==> config.mk <==
export PLATFORM = sky130hd
export DESIGN_NAME = divider
export DESIGN_NICKNAME = d
export VERILOG_FILES = /design/src/rtl/divider_pkg.sv /design/src/rtl/divider_div_step.sv /design/src/rtl/divider.sv
export SDC_FILE = /design/constraint.sdc
export NUM_CORES = 1
export LEC_CHECK = 0
export ABC_AREA = 1
export BUFFER_PORTS_ARGS = -buffer_cell sky130_fd_sc_hd__buf_2
export CORE_AREA = 2 2 158 160
export DETAILED_ROUTE_END_ITERATION = 10
export DIE_AREA = 0 0 160 162
export PLACE_DENSITY = 0.82
export SLEW_MARGIN = 20
export SYNTH_ARGS = -nofsm -noshare
export SYNTH_HDL_FRONTEND = slang
export SYNTH_SLANG_ARGS = --single-unit
export TNS_END_PERCENT = 50
==> constraint.sdc <==
create_clock -name clock -period 6.4 [get_ports clock]
set_input_delay 1.28 -clock clock [delete_from_list [all_inputs] [get_ports clock]]
set_output_delay 1.28 -clock clock [all_outputs]
set_load 0.02 [all_outputs]
==> src/rtl/divider_pkg.sv <==
// rtl/divider_pkg.sv - shared state encoding and sizing constants for the signed divider
package divider_pkg;

  localparam int DIV_WIDTH = 32;
  localparam int CNT_WIDTH = $clog2(DIV_WIDTH);

  typedef enum logic [1:0] {
    IDLE = 2'd0,
    CALC = 2'd1,
    FIX  = 2'd2,
    DONE = 2'd3
  } state_t;

  // Counter must hold WIDTH-1; guard the degenerate 1-bit case.
  function automatic int cnt_width(input int width);
    return (width > 2) ? $clog2(width) : 1;
  endfunction

endpackage

==> src/rtl/divider_div_step.sv <==
// rtl/divider_div_step.sv - one unsigned restoring division iteration
module div_step #(
  parameter int WIDTH = 32
) (
  input  logic [WIDTH-1:0] rem,
  input  logic [WIDTH-1:0] quot,
  input  logic [WIDTH-1:0] divisor,
  output logic [WIDTH-1:0] rem_next,
  output logic [WIDTH-1:0] quot_next
);

  logic [WIDTH:0] shifted;
  logic [WIDTH:0] diff;
  logic           fits;

  // rem < divisor always holds, so the shifted value stays below 2^WIDTH and
  // the top bit of the difference is a clean borrow flag.
  assign shifted   = {rem, quot[WIDTH-1]};
  assign diff      = shifted - {1'b0, divisor};
  assign fits      = ~diff[WIDTH];
  assign rem_next  = fits ? diff[WIDTH-1:0] : shifted[WIDTH-1:0];
  assign quot_next = {quot[WIDTH-2:0], fits};

endmodule

==> src/rtl/divider.sv <==
// rtl/divider.sv - multi-cycle signed divider: sign fold, WIDTH restoring steps, sign fix
module divider
  import divider_pkg::*;
#(
  parameter int WIDTH = DIV_WIDTH
) (
  input  logic             clock,
  input  logic             reset,
  input  logic             start,
  input  logic [WIDTH-1:0] operando1,
  input  logic [WIDTH-1:0] operando2,
  output logic [WIDTH-1:0] hi,
  output logic [WIDTH-1:0] lo,
  output logic             fim,
  output logic             div0
);

  localparam int CW = cnt_width(WIDTH);

  state_t           state, state_next;
  logic [CW-1:0]    cnt;
  logic [WIDTH-1:0] rem, quot, divisor;
  logic [WIDTH-1:0] rem_next, quot_next;
  logic [WIDTH-1:0] mag1, mag2;
  logic             sign1, sign2;
  logic             zero_div;

  assign mag1     = operando1[WIDTH-1] ? -operando1 : operando1;
  assign mag2     = operando2[WIDTH-1] ? -operando2 : operando2;
  assign zero_div = (operando2 == '0);

  div_step #(.WIDTH(WIDTH)) u_step (
    .rem       (rem),
    .quot      (quot),
    .divisor   (divisor),
    .rem_next  (rem_next),
    .quot_next (quot_next)
  );

  always_ff @(posedge clock or posedge reset) begin
    if (reset) state <= IDLE;
    else       state <= state_next;
  end

  always_comb begin
    state_next = state;
    fim        = 1'b0;
    case (state)
      IDLE, DONE: begin
        fim = 1'b1;
        if (start) state_next = zero_div ? DONE : CALC;
      end
      CALC:    if (cnt == '0) state_next = FIX;
      FIX:     state_next = DONE;
      default: state_next = IDLE;
    endcase
  end

  always_ff @(posedge clock or posedge reset) begin
    if (reset) begin
      hi      <= '0;
      lo      <= '0;
      div0    <= 1'b0;
      cnt     <= '0;
      rem     <= '0;
      quot    <= '0;
      divisor <= '0;
      sign1   <= 1'b0;
      sign2   <= 1'b0;
    end else begin
      case (state)
        IDLE, DONE: begin
          if (start && zero_div) begin
            hi   <= operando1;
            lo   <= '1;
            div0 <= 1'b1;
          end else if (start) begin
            rem     <= '0;
            quot    <= mag1;
            divisor <= mag2;
            sign1   <= operando1[WIDTH-1];
            sign2   <= operando2[WIDTH-1];
            cnt     <= CW'(WIDTH - 1);
            div0    <= 1'b0;
          end
        end
        CALC: begin
          rem  <= rem_next;
          quot <= quot_next;
          cnt  <= cnt - 1'b1;
        end
        FIX: begin
          // Quotient truncates toward zero; remainder follows the dividend.
          lo <= (sign1 ^ sign2) ? -quot : quot;
          hi <= sign1 ? -rem : rem;
        end
        default: ;
      endcase
    end
  end

endmodule

== Word-level counts from Yosys, hierarchy flattened ==
Cells that the tools add are included.
Storage, ports and cells
  register bits after elaboration: 170
  input bits: 67
  output and inout port bits: 66
  word-level logic and storage cells: 64
Operators by class
  add/sub/neg operators: 6
  eq/ne operators: 7
  multiplexer cells: 25
  bitwise gates (word level): 3
  reductions and logical operators: 13
Operators by type and width (count)
  two-way mux 32 bit: 11
  case mux 32 bit (2 select lines): 4
  negation 32 bit: 4
  subtractor 33 x 32 -> 33 bit: 1
  zero test 32 bit: 1
  two-way mux 5 bit: 2
  case mux 5 bit (2 select lines): 1
  inequality test 2 bit, second input constant: 4
  two-way mux 2 bit: 3
  case mux 2 bit (3 select lines): 1
  AND reduction 2 bit: 3
  AND reduction 3 bit: 2
  nonzero test 2 bit: 3
  zero test 5 bit: 1
  subtractor 5 x 1 -> 5 bit, second input constant: 1
  == test 2 bit, second input constant: 2
  two-way mux 1 bit: 3
  == test 2 x 1 -> 1 bit, second input constant: 1
  zero test 2 bit: 1
  inverter 1 bit: 2
  OR reduction 2 bit: 1
  logical AND 1 bit: 1
  XOR 1 bit: 1

== Depth between registers and ports, before layout ==
Gate-level depths: netlist (run 1).
  depth after elaboration: 5
  gate-level depth with buffers: 18
  gate-level depth less buffers: 17

== Modules after synthesis ==
Synthesis (run 1) repeated with hierarchy kept, for this count alone.
Second synthesis, totals
  cell total of the unflattened synthesis: 2417
  area, all modules: 14537.7 µm²
By module, submodules not included
  divider: instances 1, cells an instance 1702, area an instance 11134.4 µm²
  div_step: instances 1, cells an instance 715, area an instance 3403.3 µm²

== Worst setup path before layout (run 1) ==
No wires, ideal clock.
  kind: input to register
  from: input port operando2[0]
  to: register quot[16]
  library setup time: 80 ps
  data arrival time: 2616 ps
  slack: 3704 ps
  stages on the path: 12
  path buffers: 1
  path through: inv_1 ha_1 nand2_1 nor2_2 nand2_1 nor2_2 nor2_1 nand2_2 nor2_1 clkbuf_1 nand3_1 o211ai_2
Between the ends
  cells in the longest elaborated chain, start to end: 4
RTL lines
  from (decl): RTL line divider.sv:11  | input logic [WIDTH-1:0] operando2,
  zero test 32 bit: RTL line divider.sv:30  | assign zero_div = (operando2 == '0);
  logical AND 1 bit: RTL line divider.sv:73  | if (start && zero_div) begin
  inequality test 2 bit (no source line)
  AND reduction 3 bit (no source line)
  to (signal assigned): RTL line divider.sv:79  | quot <= mag1;
  to (signal assigned): RTL line divider.sv:89  | quot <= quot_next;
  to (decl): RTL line divider.sv:22  | logic [WIDTH-1:0] rem, quot, divisor;
Every way passes these cells.
A chain may end at the register's enable or synchronous reset.

== Worst setup path after layout (run 1) ==
  from: input port operando2[0]
  to: register quot[7]
The elaborated chain is that of the path after synthesis.

==> results of run 1 <==
-- stage by stage --
step                instances  cell area (sq um)   util
finish                   2484              14600  0.606
global route             2484              14600  0.606
CTS                      2484              14600  0.606
detailed placement       2452              14000  0.581
global placement         2452              14000  0.581
floorplan                2053              13200      -
-- cells in the mapped netlist (all sizes together) --
master and instances:
a21o 2, a21oi 64, a22oi 2, a31oi 21
and2 2, buf 40, clkbuf 25, clkinv 1
dfrtp 170, fa 1, ha 41, inv 273
nand2 696, nand3 185, nand3b 10, nand4 18
nor2 231, nor3 11, nor4 3, o2111ai 1
o211ai 39, o21ai 110, o21ba 1, o21bai 6
o22ai 6, o31ai 7, or2 7, xnor2 22
xor2 58
-- sequential cells by signal (all words and copies together) (netlist names) --
name	flops
div0	1
rem	32
quot	32
divisor	32
cnt	5
sign2	1
state	2
lo	32
sign1	1
hi	32
-- routing by layer --
metal | part of all wire | vias to the layer above | global-route usage
met5 | 0 | - | 0
met4 | 0.037 | 0 | 0.127
met3 | 0.062 | 75 | 0.0363
met2 | 0.46 | 465 | 0.482
met1 | 0.44 | 6013 | 0.365
li1 | - | 6718 | -
-- worst paths after layout --
| path | startpoint | end | slack (ns) | depth (start not counted) |
|---|---|---|---|---|
| max reg2reg | quot[31] | rem[21] | 2.84 | 16 |
| min | hi[18] | hi[18] | 0.48 | 2 |
| min reg2reg | hi[18] | hi[18] | 0.48 | 2 |
| max | operando2[0] | quot[7] | 2.38 | 14 |
| max in group asynchronous | reset | divisor[16] | 3.90 | 3 |
| min in group asynchronous | reset | quot[3] | 1.03 | 2 |
-- placed cells by master (no fill, tap or decap), types with 41 or more instances in the layout --
| cell type | netlist | layout |
|---|---|---|
| dfrtp_1 | 170 | 170 |
| buf_2 | 27 | 132 |
| o21ai_0 | 92 | 92 |
| nand3_1 | 183 | 183 |
| ha_1 | 41 | 41 |
| nor2_1 | 224 | 224 |
| a21oi_1 | 61 | 61 |
| inv_1 | 267 | 266 |
| nand2_1 | 685 | 685 |
| xor2_1 | 58 | 58 |
-- power groups by stage --
stage	Combinational [uW]	Sequential, uW	Clock (uW)
2_1_floorplan	4400	2180	0
6_report	6010	2080	1060
4_1_cts	5950	2060	1070
3_5_place_dp	5910	2080	0
5_1_grt	6780	2140	1110
3_3_place_gp	5780	2050	0
-- critical path: stages --
cell and delay (ns):
buf_2 0.11, inv_1 0.06, ha_1 0.17, nand2_1 0.10
nor2_2 0.19, nand2_1 0.15, nor2_2 0.17, nor2_1 0.06
nand2_2 0.74, nand2_2 0.06, buf_4 0.27, inv_2 0.69
nand2_1 0.14, o211ai_1 0.14
-- logic make-up after synthesis --
kind of cell    Yosys count
fa+ha+maj                42
simple gates           1163
compound gates          259
flops                   170
buf+inv                 339
xor+xnor                 80
-- area by class of cell --
class,instances,share of cell area
clock buffers,17,0.0291
repair buffers,140,0.0493
multi-input cells,1544,0.519
inverters,274,0.0707
clock inverters,15,0.0131
flip-flops and latches,170,0.291
well taps,324,0.0277
==> reports/results.tsv, run 1 <==
stage	metric	value	unit
run_status	status	finished clean	
worst_setup_path	Crit Path Category	input port to flip-flop	
power	Reg power frac	0.227	
power	VDD IR max	0.000237	V
yosys	area share of the largest cell type after synthesis	0.322	
yosys	synthesized area per cell	6.43	sq um
yosys	Post-Syn Instances	2053	
yosys	Post-Syn Nets	2162	
yosys	Cell variety after synth	43	
power	total power	9140	uW
worst_hold_path	Worst Hold Class	flip-flop to flip-flop	
die	Die W	160	um
timing	Worst Skew	0.0161	ns
worst_setup_path	CP arrival	4.37	ns
global_routing	first-pass GRT wire length	59900	um
timing	worst setup margin	2.38	ns
drt	ANT nets after route	0	
clock_tree	CTS Buf Count	17	
clock_tree	CTS tree	yes	
clock_tree	CTS Hold Buffers Added	0	
power	net load switching power	5040	uW
drt	initial drt markers	976	
timing	Fin. Hold Viols	0	
global_routing	vias in the first global route	12300	
clock_tree	post_cts resized	0	
timing	RSZ-0062 raised after global routing	no	
power	clock power share	0.116	
timing	Worst slew margin	0.316	
die	row count	57	
worst_setup_path	CP Capture Type	flip-flop	
final_layout	layout cells sized above 1	0.104	
power	Switching Fraction	0.552	
drt	drt via density	5.34	
timing	Final setup viols	0	
power	pwr dens	625	nW/um^2
worst_setup_path	worst-path fanout max	60	
yosys	fraction of the mapped netlist area in compound gates	0.118	
final_layout	register area	4250	sq um
global_routing	initial antenna violation count	0	
final_layout	diodes inserted	0	
die	Die Y	162	um
timing	worst hold slack	0.483	ns
place	DP Worst Slack	1.96	ns
drt	Routed Wire Length	36700	um
drt	Vias	13300	
drt	drt wl/cell	14.8	um
timing	actual slew at the worst max-slew pin	1.02	ns
timing	Fmax	249	MHz
yosys	largest family of logic cells by synthesized area	simple AND/OR/NAND/NOR gates	
clock_tree	CTS root buffer	clkbuf_16	
yosys	Mapped Area	13200	sq um
drt	drt pass-1 iters	5	
yosys	Synth Area in Simple Gates	0.363	
timing	Final Max Tran Viols	0	
worst_setup_path	Setup crit start kind	input port	
clock_tree	clk_lat worst skew	0.44	ns
yosys	largest cells by area after synthesis	dfrtp_1 (32%), nand2_1 (19%), inv_1 (7.6%)	
drt	drt drc	0	
final_layout	footprint of the multi-input gates	7590	sq um
clock_tree	clock slew at reported path FFs	0.08	ns
die	die footprint	25900	sq um
final_layout	Layout fillers	2305	
power	combinational fraction of design power	0.657	
power	cell-internal power	4100	uW
yosys	yosys warns	0	
clock_tree	Post-CTS Setup Inserts	0	
timing	Tmin final	4.02	ns
place	Post-DP HPWL	28400	um
place	gp weighted congestion	0.969	
clock_tree	CTS sink count	170	
global_routing	GRT Total Usage	0.284	
yosys	register area share after synthesis	0.322	
die	Initial Util	0.548	
run	Max-cap violations	0	
clock_tree	CTS H-tree lvls	4	
power	Pleak	0.00779	uW
die	num ports	133	
place	I/O Buffers	132	
timing	Final period util	0.627	
clock_tree	clock buffer depth	2	
yosys	multiplexer share of the synthesized area	0	
yosys	XOR/XNOR Fraction of Synth Area	0.0531	
yosys	Synth Register Bits	170	
worst_setup_path	CP Data Required Time	6.75	ns
die	core area	24100	sq um
final_layout	final net count	2256	
global_routing	grt ovf	0	
yosys	cell taking the most area after synthesis	dfrtp_1	
yosys	adder-cell share of the synthesized area	0.0404	
global_routing	largest net degree at the start of global routing	102	
timing	setup tns final	0	ns
final_layout	synth-to-layout area growth	10.7	%
Note: power is estimated with default switching activity, not from simulation.
==> inputs of run 2 (changes only) <==
==> constraint.sdc (replaced) <==
create_clock -name clock -period 3.96 [get_ports clock]
set_input_delay 0.792 -clock clock [delete_from_list [all_inputs] [get_ports clock]]
set_output_delay 0.792 -clock clock [all_outputs]
set_load 0.02 [all_outputs]
==> reports/results.tsv, run 2 (same netlist as run 1, synthesis figures left out) <==
stage	metric	value	unit
worst_setup_path	Crit Path Category	flip-flop to flip-flop	
global_routing	grt ovf	0	
final_layout	final net count	2268	
timing	RSZ-0062 raised after global routing	no	
power	VDD IR max	0.000436	V
timing	Worst slew margin	0.460	
drt	ANT nets after route	0	
die	row count	57	
global_routing	vias in the first global route	12400	
final_layout	register area	4250	sq um
die	core area	24100	sq um
clock_tree	CTS Buf Count	17	
worst_setup_path	largest delay contributor family on the critical path	simple AND/OR/NAND/NOR gates	
drt	drt via density	5.32	
place	dpl cell area	14100	sq um
power	cell-internal power	6680	uW
drt	drt wl/cell	14.5	um
clock_tree	clock buffer depth	2	
timing	actual slew at the worst max-slew pin	0.809	ns
final_layout	final std cell area, no fill	14700	sq um
drt	M1 WL	15900	um
drt	met2 wire length	17500	um
worst_setup_path	Setup crit start kind	flip-flop	
power	net load switching power	8060	uW
worst_setup_path	cell mode on critical path	nand2_2	
worst_setup_path	slowest CP cell	nand2_2	
final_layout	Layout fillers	2334	
power	clock power share	0.113	
clock_tree	CTS tree	yes	
global_routing	GRT Total Usage	0.282	
global_routing	initial antenna violation count	0	
place	I/O Buffers	132	
power	Reg power frac	0.231	
drt	drt pass-1 iters	5	
worst_setup_path	critical path cell sequence	inv_1 > ha_1 > fa_1 > inv_1 > nand2_1 > nand2_1 > nand3_1 > nand2_2 > nand2_1 > nand2_2 > nand2_2 > nand2_2 > nand2_2 > nand2_2 > nand2_1 > nand3_1 > nand2_1	
clock_tree	clk_lat worst skew	0.44	ns
worst_setup_path	CP arrival	3.41	ns
global_routing	first-pass GRT wire length	59600	um
worst_setup_path	CP bufs+invs	2	
timing	Fin. Hold Viols	0	
timing	Worst Skew	0.0132	ns
drt	metal3 WL	1880	um
final_layout	footprint of the multi-input gates	7590	sq um
run_status	status	finished clean	
power	Switching Fraction	0.547	
drt	drt drc	0	
drt	Routed Wire Length	36200	um
die	Die Y	162	um
clock_tree	clock slew at reported path FFs	0.08	ns
clock_tree	CTS H-tree lvls	4	
power	pwr dens	1000	nW/um^2
timing	Final setup viols	0	
global_routing	largest net degree at the start of global routing	74	
die	num ports	133	
clock_tree	CTS root buffer	clkbuf_16	
clock_tree	Post-CTS Setup Inserts	0	
die	Die W	160	um
final_layout	synth-to-layout area growth	11.3	%
timing	Final period util	0.780	
worst_setup_path	worst-path fanout max	32	
final_layout	most frequent cells in the layout	nand2_1 (685), inv_1 (266), nor2_1 (224)	
final_layout	layout cells sized above 1	0.109	
worst_hold_path	Worst Hold Class	input port to asynchronous set/reset pin	
run	Max-cap violations	0	
drt	top routing layer used	met4	
timing	Final Max Tran Viols	0	
timing	setup tns final	0	ns
place	Post-DP HPWL	28600	um
power	Pleak	0.00783	uW
clock_tree	CTS Hold Buffers Added	0	
drt	initial drt markers	873	
worst_setup_path	CP Capture Type	flip-flop	
timing	Fmax	324	MHz
timing	Tmin final	3.09	ns
power	combinational fraction of design power	0.656	
worst_setup_path	CP Data Required Time	4.28	ns
place	gp weighted congestion	0.949	
die	Initial Util	0.548	
worst_setup_path	slowest stage delay, CP	0.43	ns
clock_tree	post_cts resized	0	
clock_tree	CTS sink count	170	
die	die footprint	25900	sq um
drt	Vias	13300	
final_layout	most common cell after layout, fill and taps aside	nand2_1	
==> run 2: changes by cell type in the layout (fill, tap and decap cells not counted), sizes merged <==
| cell | before | now |
|---|---|---|
| clkbuf | 17 | 18 |
| diode | 0 | 1 |
| clkinv | 10 | 5 |
| buf | 140 | 152 |
| clkinvlp | 0 | 2 |
| inv | 279 | 281 |
==> run 2: area by class of cell <==
class,count,area share
sequential,170,0.290
inverter,274,0.0703
timing repair buffer,152,0.0560
antenna,1,0.000170
clock inverter,14,0.00997
clock buffer,18,0.0299
multi-input combinational,1544,0.516
tap,324,0.0276
==> run 2: worst paths after layout <==
path,start,end,slack (ns),cells past startpoint
setup / recovery,quot[31],rem[21],0.87,17
hold / removal,reset,hi[2],0.37,2
setup reg to reg,quot[31],rem[21],0.87,17
hold reg to reg,divisor[27],divisor[27],0.48,2
max in group asynchronous,reset,quot[15],2.64,3
min in group clock,divisor[27],divisor[27],0.48,2
==> run 2: routing by layer <==
layer  up-vias  GRT usage
li1       6738          -
met1      6069      0.364
met2       413      0.496
met3        60     0.0317
met4         0     0.0971
met5         -          0
==> run 2: worst register-to-register path: stages, from the launching register on <==
cell and delay, ns:
dfrtp_1 0.40, inv_1 0.16, ha_1 0.27, fa_1 0.41, inv_1 0.12, nand2_1 0.06, nand2_1 0.14, nand3_1 0.14
nand2_2 0.13, nand2_1 0.07, nand2_2 0.11, nand2_2 0.09, nand2_2 0.08, nand2_2 0.06, nand2_2 0.43, nand2_1 0.17
nand3_1 0.11, nand2_1 0.05
==> run 2: metrics by stage <==
step | hold WS [ns] | power, uW | util | setup slack [ns] | instances
final | 0.373 | 14700 | 0.609 | 0.872 | 2497
after CTS | 0.385 | 14600 | 0.609 | 0.987 | 2496
after global routing | 0.398 | 16200 | 0.609 | 0.749 | 2496
after detailed placement | 0.467 | 12900 | 0.585 | 0.941 | 2464
after floorplan | 0.449 | 10600 | - | 0.999 | 2053
after global placement | 0.466 | 12700 | 0.585 | 1.00 | 2464
==> run 2: power groups by stage <==
stage | combinational [uW] | sequential (uW) | clock (uW)
floorplan | 7110 | 3520 | 0
global placement | 9300 | 3360 | 0
detailed placement | 9520 | 3400 | 0
CTS | 9580 | 3370 | 1670
global route | 11000 | 3490 | 1760
finish | 9670 | 3400 | 1670
==> inputs of run 3 (changes only) <==
--- a/config.mk
+++ b/config.mk
@@ -10,7 +10,7 @@
 export CORE_AREA = 2 2 158 160
 export DETAILED_ROUTE_END_ITERATION = 10
 export DIE_AREA = 0 0 160 162
-export PLACE_DENSITY = 0.82
+export PLACE_DENSITY = 0.85
 export SLEW_MARGIN = 20
 export SYNTH_ARGS = -nofsm -noshare
 export SYNTH_HDL_FRONTEND = slang
==> constraint.sdc (replaced) <==
create_clock -name clock -period 2.67 [get_ports clock]
set_input_delay 0.534 -clock clock [delete_from_list [all_inputs] [get_ports clock]]
set_output_delay 0.534 -clock clock [all_outputs]
set_load 0.02 [all_outputs]
==> reports/results.tsv, run 3 (same netlist as run 1, synthesis figures left out) <==
stage	metric	value	unit
worst_setup_path	CP arrival	2.84	ns
worst_setup_path	Setup crit start kind	flip-flop	
drt	drt wl/cell	14.5	um
place	DP Worst Slack	0.100	ns
drt	drt drc	0	
drt	initial drt markers	984	
timing	Final setup viols	0	
drt	drt pass-1 iters	5	
clock_tree	clock buffer depth	2	
final_layout	Layout fillers	2254	
run	Max-cap violations	0	
drt	Vias	13600	
worst_setup_path	RR Startpoint	quot[31]	
die	die footprint	25900	sq um
timing	worst setup margin	0.162	ns
clock_tree	CTS Buf Count	17	
worst_setup_path	slowest stage delay, CP	0.40	ns
final_layout	final net count	2291	
global_routing	largest net degree at the start of global routing	95	
worst_setup_path	slowest CP cell	dfrtp_1	
timing	worst hold slack	0.193	ns
global_routing	vias in the first global route	12600	
power	Reg power frac	0.220	
drt	Routed Wire Length	36500	um
timing	Fmax	399	MHz
timing	Final period util	0.939	
clock_tree	clk_lat worst skew	0.45	ns
worst_setup_path	CP Capture Type	flip-flop	
power	clock power share	0.115	
final_layout	most common cell after layout, fill and taps aside	nand2_1	
worst_setup_path	CP Data Required Time	3.00	ns
final_layout	synth-to-layout area growth	13.5	%
power	VDD IR max	0.000614	V
die	Die Y	162	um
die	core area	24100	sq um
place	I/O Buffers	132	
final_layout	footprint of the multi-input gates	7590	sq um
place	cell total after placement	2486	
place	Post-DP HPWL	28500	um
clock_tree	CTS sink count	170	
timing	Final Max Tran Viols	0	
drt	ANT nets after route	0	
die	Die W	160	um
run_status	status	finished clean	
clock_tree	CTS root buffer	clkbuf_16	
power	pwr dens	1510	nW/um^2
final_layout	most frequent cells in the layout	nand2_1 (685), inv_1 (265), nor2_1 (224)	
timing	Worst slew margin	0.523	
drt	drt via density	5.39	
timing	Tmin final	2.51	ns
power	Pleak	0.00799	uW
global_routing	grt ovf	0	
die	Initial Util	0.548	
die	row count	57	
clock_tree	CTS H-tree lvls	4	
global_routing	initial antenna violation count	0	
worst_setup_path	critical path cell sequence	inv_2 > ha_1 > fa_2 > inv_1 > nand2_1 > nand2_1 > nand3_1 > nand2_2 > nand2_1 > nand2_2 > nand2_2 > nand2_2 > nand2_1 > nand3_1 > buf_4 > o211ai_2	
power	combinational fraction of design power	0.666	
power	net load switching power	12200	uW
timing	actual slew at the worst max-slew pin	0.714	ns
final_layout	final std cells w/o fill	2519	
final_layout	register area	4250	sq um
worst_setup_path	Crit Path Category	flip-flop to flip-flop	
clock_tree	clock slew at reported path FFs	0.08	ns
timing	Worst Skew	0.0119	ns
worst_setup_path	worst-path fanout max	4	
final_layout	diodes inserted	0	
timing	Fin. Hold Viols	0	
clock_tree	CTS tree	yes	
power	cell-internal power	10400	uW
power	Switching Fraction	0.539	
die	num ports	133	
worst_setup_path	Critical path origin	quot[31]	
global_routing	first-pass GRT wire length	60700	um
worst_hold_path	Worst Hold Class	input port to asynchronous set/reset pin	
final_layout	layout cells sized above 1	0.119	
place	gp weighted congestion	0.977	
global_routing	GRT Total Usage	0.288	
worst_setup_path	flop2flop setup slack	0.16	ns
## run 3: cell types whose count changed in the layout (fill, tap and decap cells not counted), sizes merged
| cell | change |
|---|---|
| buf | +23 |
| diode | -1 |
| clkinv | -1 |
| bufinv | +1 |
## run 3: final timing paths
kind,to,cells past startpoint
setup / recovery,quot[0],16
hold / removal,rem[3],3
setup reg to reg,quot[0],16
hold reg to reg,hi[26],2
max in group asynchronous,quot[30],3
min in group clock,quot[0],3
## run 3: what timing repair did
action / CTS / global route
resized for setup: 0 / 2
endpoints found under the setup margin: 0 / 33
hold buffers: 0 / 0
hold endpoints to repair: 0 / 0
setup buffers: 0 / 1
## run 3: worst max-delay path: cells and delay by family (launching register included)
kind | cells | cell delay [ns]
fa+ha+maj | 2 | 0.60
simple gates | 10 | 0.93
buf+inv | 3 | 0.39
flops | 1 | 0.40
compound gates | 1 | 0.07
## run 3: power groups by stage
stage | clock network [uW] | logic (uW) | registers [uW]
2_1_floorplan | 0 | 10600 | 5220
3_3_place_gp | 0 | 14400 | 4910
3_5_place_dp | 0 | 14700 | 4960
4_1_cts | 2600 | 14900 | 4920
5_1_grt | 2720 | 16900 | 5100
6_report | 2590 | 15000 | 4960
## run 3: layout make-up
| class | instances | share of cell area |
|---|---|---|
| inverter | 274 | 0.0689 |
| tap | 324 | 0.0270 |
| clock buffer | 18 | 0.0293 |
| sequential | 170 | 0.284 |
| clock inverter | 14 | 0.0114 |
| multi-input combinational | 1544 | 0.506 |
| timing repair buffer | 175 | 0.0731 |
## run 3: through the flow
step                instance area (sq um)  utilization  total power [uW]  setup TNS, ns
finish                              15000        0.622             22600              0
global route                        15000        0.622             24700       -0.00832
CTS                                 15000        0.621             22400              0
detailed placement                  14400        0.596             19700              0
global placement                    14400        0.596             19300              0
floorplan                           13200            -             15800          -5.56
## run 3: metal layers
metal | routed length, um | part of all wire | vias to the layer above | GRT usage
met4 | 1260 | 0.035 | 0 | 0.121
met5 | 0 | 0 | - | 0
met1 | 15700 | 0.43 | 6171 | 0.375
met3 | 2610 | 0.072 | 83 | 0.0442
met2 | 16900 | 0.46 | 540 | 0.481
li1 | - | - | 6779 | -
